$ cat config.mk
export PLATFORM = sky130hd
export DESIGN_NAME = pipe_skid_stage
export DESIGN_NICKNAME = d
export VERILOG_FILES = /design/src/rtl/pipe_skid_stage.sv
export SDC_FILE = /design/constraint.sdc
export NUM_CORES = 1
export LEC_CHECK = 0
export CAP_MARGIN = 20
export CELL_PAD_IN_SITES_DETAIL_PLACEMENT = 0
export CELL_PAD_IN_SITES_GLOBAL_PLACEMENT = 1
export CORE_ASPECT_RATIO = 0.8
export CORE_MARGIN = 1.5
export CORE_UTILIZATION = 43
export CTS_CLUSTER_SIZE = 40
export DETAILED_ROUTE_END_ITERATION = 6
export GPL_ROUTABILITY_DRIVEN = 0
export PLACE_DENSITY_LB_ADDON = 0.1
export SETUP_SLACK_MARGIN = 0.05
export SKIP_LAST_GASP = 1
export SLEW_MARGIN = 15
export SYNTH_ARGS = -nofsm -noshare
export SYNTH_HDL_FRONTEND = slang
export SYNTH_SLANG_ARGS = --single-unit
$ cat constraint.sdc
create_clock -name clk -period 3.2 [get_ports clk]
set_input_delay 0.64 -clock clk [delete_from_list [all_inputs] [get_ports clk]]
set_output_delay 0.64 -clock clk [all_outputs]
set_load 0.02 [all_outputs]
$ cat src/rtl/pipe_skid_stage.sv
// rtl/pipe_skid_stage.sv - elastic pipeline stage register with two-entry skid buffer
module pipe_skid_stage #(
  parameter int CTRL_W      = 2,
  parameter int DATA_W      = 64,
  parameter int RD_W        = 5,
  parameter bit ZERO_BUBBLE = 1'b1
) (
  input  logic              clk,
  input  logic              reset_n,
  input  logic              in_valid,
  output logic              in_ready,
  input  logic [CTRL_W-1:0] in_ctrl,
  input  logic [DATA_W-1:0] in_data,
  input  logic [RD_W-1:0]   in_rd,
  input  logic              flush,
  output logic              out_valid,
  input  logic              out_ready,
  output logic [CTRL_W-1:0] out_ctrl,
  output logic [DATA_W-1:0] out_data,
  output logic [RD_W-1:0]   out_rd,
  output logic [1:0]        occupancy
);

  typedef enum logic [1:0] {
    EMPTY = 2'd0,
    ONE   = 2'd1,
    FULL  = 2'd2
  } state_t;

  state_t            state_q, state_d;
  logic              in_ready_q;
  logic [CTRL_W-1:0] main_ctrl_q, main_ctrl_d, skid_ctrl_q, skid_ctrl_d;
  logic [DATA_W-1:0] main_data_q, main_data_d, skid_data_q, skid_data_d;
  logic [RD_W-1:0]   main_rd_q, main_rd_d, skid_rd_q, skid_rd_d;
  logic              in_fire, out_fire;

  // in_ready is a flop, so acceptance never depends combinationally on out_ready
  assign in_fire   = in_valid & in_ready_q;
  assign out_valid = (state_q != EMPTY);
  assign out_fire  = out_valid & out_ready;

  // Next fill state and entry movement; flush overrides everything and discards in_fire
  always_comb begin
    state_d     = state_q;
    main_ctrl_d = main_ctrl_q;
    main_data_d = main_data_q;
    main_rd_d   = main_rd_q;
    skid_ctrl_d = skid_ctrl_q;
    skid_data_d = skid_data_q;
    skid_rd_d   = skid_rd_q;
    if (flush) begin
      state_d = EMPTY;
    end else begin
      case (state_q)
        EMPTY: begin
          if (in_fire) begin
            state_d     = ONE;
            main_ctrl_d = in_ctrl;
            main_data_d = in_data;
            main_rd_d   = in_rd;
          end
        end
        ONE: begin
          if (in_fire && out_fire) begin
            main_ctrl_d = in_ctrl;
            main_data_d = in_data;
            main_rd_d   = in_rd;
          end else if (in_fire) begin
            state_d     = FULL;
            skid_ctrl_d = in_ctrl;
            skid_data_d = in_data;
            skid_rd_d   = in_rd;
          end else if (out_fire) begin
            state_d = EMPTY;
          end
        end
        FULL: begin
          if (out_fire) begin
            state_d     = ONE;
            main_ctrl_d = skid_ctrl_q;
            main_data_d = skid_data_q;
            main_rd_d   = skid_rd_q;
          end
        end
        default: state_d = EMPTY;
      endcase
    end
  end

  // Fill-state register, ready flop and entry storage; reset clears every held field
  always_ff @(posedge clk or negedge reset_n) begin
    if (!reset_n) begin
      state_q     <= EMPTY;
      in_ready_q  <= 1'b0;
      main_ctrl_q <= '0;
      main_data_q <= '0;
      main_rd_q   <= '0;
      skid_ctrl_q <= '0;
      skid_data_q <= '0;
      skid_rd_q   <= '0;
    end else begin
      state_q     <= state_d;
      in_ready_q  <= (state_d != FULL);
      main_ctrl_q <= main_ctrl_d;
      main_data_q <= main_data_d;
      main_rd_q   <= main_rd_d;
      skid_ctrl_q <= skid_ctrl_d;
      skid_data_q <= skid_data_d;
      skid_rd_q   <= skid_rd_d;
    end
  end

  assign in_ready  = in_ready_q;
  assign out_data  = main_data_q;
  assign out_rd    = main_rd_q;
  assign occupancy = (state_q == FULL) ? 2'd2 : ((state_q == ONE) ? 2'd1 : 2'd0);

  // Bubble gating keeps a stale RegWrite from leaking out of an empty stage
  generate
    if (ZERO_BUBBLE) begin : g_gate
      assign out_ctrl = main_ctrl_q & {CTRL_W{out_valid}};
    end else begin : g_nogate
      assign out_ctrl = main_ctrl_q;
    end
  endgenerate

endmodule
======== Word level (Yosys, flattened, before mapping) ========
Index checks and enable logic that the tools add are counted.
word-level totals
  input bits .............................. 76
  register bits after elaboration ......... 145
operators by class
  muxes and demuxes ....................... 21
  bitwise gates (word level) .............. 5
  reductions and logical operators ........ 6
  eq/ne operators ......................... 6
operators by type and width
  operator                                                         number
  64-bit 2-to-1 mux                                                3
  64-bit one-hot mux with 3 select lines                           1
  2-bit 2-to-1 mux                                                 10
  5-bit 2-to-1 mux                                                 3
  5-bit one-hot mux with 3 select lines                            1
  2-bit one-hot mux with 3 select lines                            2
  2-bit inequality test, second input constant                     4
  5-bit AND reduction                                              1
  4-bit AND reduction                                              1
  3-bit nonzero test                                               1
  1-bit bitwise AND                                                2
  2-bit bitwise AND                                                1
  2-bit by 1-bit == test with 1-bit output, second input constant  1
  2-bit == test, second input constant                             1
  2-bit logical NOT                                                1
  1-bit inverter                                                   2
  2-bit nonzero test                                               1
  1-bit logical AND                                                1
  1-bit 2-to-1 mux                                                 1

======== Longest topological paths before layout ========
  word-level depth ........................ 8
  mapped depth ............................ 6

======== Worst setup path before layout ========
No wires, ideal clock.
  path kind ............................... input-to-reg
  start ................................... in in_valid
  end ..................................... reg skid_ctrl_q[0]
  required time ........................... 3.075 ns
  setup time .............................. 0.125 ns
  buffers on the path ..................... 2
  slack ................................... 1.407 ns
  stages on the path ...................... 5
  data arrival time ....................... 1.668 ns
  path through ............................ nand4b_1 > or3_1 > buf_6 > buf_12 > mux2_4
between the ends
  longest elaborated chain between the ends .. 4
RTL lines
  item                                    RTL line  text
  start: declaration                      10        input logic in_valid,
  1-bit bitwise AND *                     38        assign in_fire = in_valid & in_ready_q;
  1-bit logical AND                       64        if (in_fire && out_fire) begin
  1-bit inverter (no source line)         --
  4-bit AND reduction (no source line) *  --
  end signal: assignment                  107       skid_ctrl_q <= skid_ctrl_d;
  end: declaration                        32        logic [CTRL_W-1:0] main_ctrl_q, main_ctrl_d, skid_ctrl_q, skid_ctrl_d;
Mark *: on every way between the ends. The rest lies on a longest branch, timed or not.
A chain may end at the register's enable or synchronous reset.

======== Final worst setup path ========
  start ................................... reg state_q[0]
  end ..................................... out occupancy[1]
between the ends
  longest elaborated chain between the ends .. 2
RTL lines
  item                      RTL line  text
  start: declaration        30        state_t state_q, state_d;
  start signal: assignment  102       state_q <= state_d;
  2-bit == test             116       assign occupancy = (state_q == FULL) ? 2'd2 : ((state_q == ONE) ? 2'd1 : 2'd0);
  2-bit 2-to-1 mux          116
  end: declaration          21        output logic [1:0] occupancy
No other way between the ends.

==> metrics <==
relative slew slack=38.9%; filler cell count=1133; pin count of the biggest net entering global routing=101; core area=0.0144 mm²; simple-gate share of the synthesized area=5.53%; Final period util=82.5%; unrepaired setup endpoints after global routing=false; Worst Skew=0.00684 ns; via count=4167; clock insertion delay at the later pin of the skew report=0.42 ns; flops & latches, synth=145; Avg Synthesized Cell Area=13.4 µm²; clk slew on worst S/H paths=0.06 ns; layout cells sized above 1=17.7%; root buffer cell=clkbuf_16; vias in the first global route=4371; initial core utilization=44.4%; proportion of synthesized area in mux cells=27.6%; antenna-violating nets left=0; CTS sink count=145; Post-layout nets=701; Synth-to-Final Area Change=34.7%; largest family of logic cells by synthesized area=multiplexers; Max Root-Sink Buffers=2; post-CTS setup buffers=0; # H-tree levels=4; final hold vios=0; Max-cap violations=0; most frequent cells in the layout=clkdlybuf4s50_1, dfrtp_1, nor2_1; grt total ovfl=0; Pre-antenna DRT Iters=6; detailed-placement wirelength estimate=8.75 mm; first-pass GRT wire length=22.6 mm; category of the worst setup path capture point=primary output; worst vdd ir=0.362 mV; crit-path max FO=23; CTS tree=yes; gr usage total=18.7%; Vias per Instance=5.07; Least-Margin Pin Slew=0.917 ns; Mapped Nets=556; Seq/Total Area, Yosys=56.5%; final WL=13.7 mm; full die area=0.0157 mm²; CTS resizes=0; initial antenna violation count=0; arrival time worst endpoint=2.00 ns; Mapped Cells=480; max-slew violation count=0; # hold bufs at CTS=0; Warnings, synthesis=0; # setup viols final=0; Row Count=39; Num CTS Buffers=17; Port Buffers=150; Required @ worst endpoint=2.56 ns; Routed WL per cell=16.7 µm; Min Hold Slack=0.211 ns; Initial DRC Count=266; complex-gate fraction of the synthesized area=6.08%; XOR/XNOR share of the synthesized area=0%; IO Pins=151; most common cell after layout, fill and taps aside=clkdlybuf4s50_1; failing checks=design-rule violations; DRC=10; f_max=0.379 GHz; diode count=0; crit path time final=2.64 ns; setup_tns=0 ns; Synth Cell Area=0.00642 mm²; total leakage power=0.00432 µW; Die Wd=140 µm; Worst setup SP type=register; pwr dens=717 mW/mm²; Post-Synth Adder-Cell Area=0%; outcome=complete, but fails checks; Hold Crit Class=input port to asynchronous set/reset pin; Die H=112 µm; Distinct cells, synth=25; Crit Path Class=register to primary output
## cells by family after synthesis
kind of cell / Yosys count
AO/OA/AOI/OAI: 75
AND/OR/NAND/NOR: 84
multiplexers: 142
flip-flops: 145
buffers and inverters: 34
## flip-flops by register name (all words and copies together), names as in the netlist
signal,flops
in_ready,1
main_ctrl_q,2
out_data,64
out_rd,5
skid_ctrl_q,2
skid_data_q,64
skid_rd_q,5
state_q,2
## Yosys cell counts
cell         n  share of area, %
dfrtp_1    145                57
nor2_1      72               4.2
a21oi_1     71               5.5
mux2i_1     71                11
mux2_4      70                16
buf_2       16               1.2
buf_12       7               2.2
clkbuf_1     6              0.35
inv_1        3              0.18
nand3b_1     2              0.23
nand4b_1     2              0.27
nor2b_1      2              0.19
a211o_1      1              0.14
a21o_1       1              0.12
a31oi_1      1             0.098
a31oi_2      1              0.19
and2b_1      1              0.12
buf_4        1              0.12
buf_6        1              0.18
mux2_1       1              0.18
nand2_1      1             0.058
nand2b_1     1             0.098
nand3_1      1             0.078
nand4bb_1    1              0.18
or3_1        1             0.098
## stage by stage
step           utilization, %  instances  setup WS [ns]  total power (µW)  instance area (µm²)
6_report                 59.9        822          0.561              6200                 8650
5_1_grt                  59.9        822          0.470              6510                 8650
4_1_cts                  59.9        822          0.524              6280                 8650
3_5_place_dp             55.4        790          0.566              4100                 8000
3_3_place_gp             55.4        790          0.613              4060                 8000
2_1_floorplan               -        480           1.41              3430                 6420
## worst max-delay path, stage by stage (launching register included)
cell             delay (ns)
dfrtp_1                0.45
nand2b_4               0.38
inv_1                  0.13
clkdlybuf4s50_1        0.61
## layer usage
| metal | GRT usage [%] | vias up | share of wire, % |
|---|---|---|---|
| met1 | 25.7 | 2063 | 47 |
| met3 | 5.42 | 20 | 5.9 |
| met2 | 27.3 | 116 | 45 |
| met4 | 8.70 | 0 | 2.2 |
| li1 | - | 1968 | - |
| met5 | 0 | - | 0 |
## worst paths after layout
| check | startpoint | end | slack, ns | cells after the start |
|---|---|---|---|---|
| worst max-delay path | state_q[0]$_DFF_PN0_ | occupancy[1] | 0.56 | 3 |
| worst min-delay path | reset_n | out_data[59]$_DFFE_PN0P_ | 0.21 | 1 |
| worst max register to register | state_q[0]$_DFF_PN0_ | out_data[32]$_DFFE_PN0P_ | 0.94 | 4 |
| worst min register to register | skid_ctrl_q[1]$_DFFE_PN0P_ | skid_ctrl_q[1]$_DFFE_PN0P_ | 0.49 | 1 |
| max in group asynchronous | reset_n | skid_data_q[39]$_DFFE_PN0P_ | 2.35 | 2 |
| min in group clk | skid_ctrl_q[1]$_DFFE_PN0P_ | skid_ctrl_q[1]$_DFFE_PN0P_ | 0.49 | 1 |
## cell type report
class                           instances  area (µm²)  share of cell area (%)
Sequential cell                       145        3630                    42.0
Multi-Input combinational cell        301        2540                    29.4
Timing Repair Buffer                  157        1590                    18.4
Clock buffer                           18         439                    5.08
Tap cell                              184         230                    2.66
Clock inverter                         14         205                    2.37
Inverter                                3        11.3                   0.130
## power by group
| part | internal (µW) | total, µW | switching (µW) |
|---|---|---|---|
| logic | 882 | 1510 | 623 |
| registers | 2290 | 2570 | 272 |
| clock network | 1340 | 2130 | 792 |
| total | 4510 | 6200 | 1690 |
(Power assumes the default switching activity.)
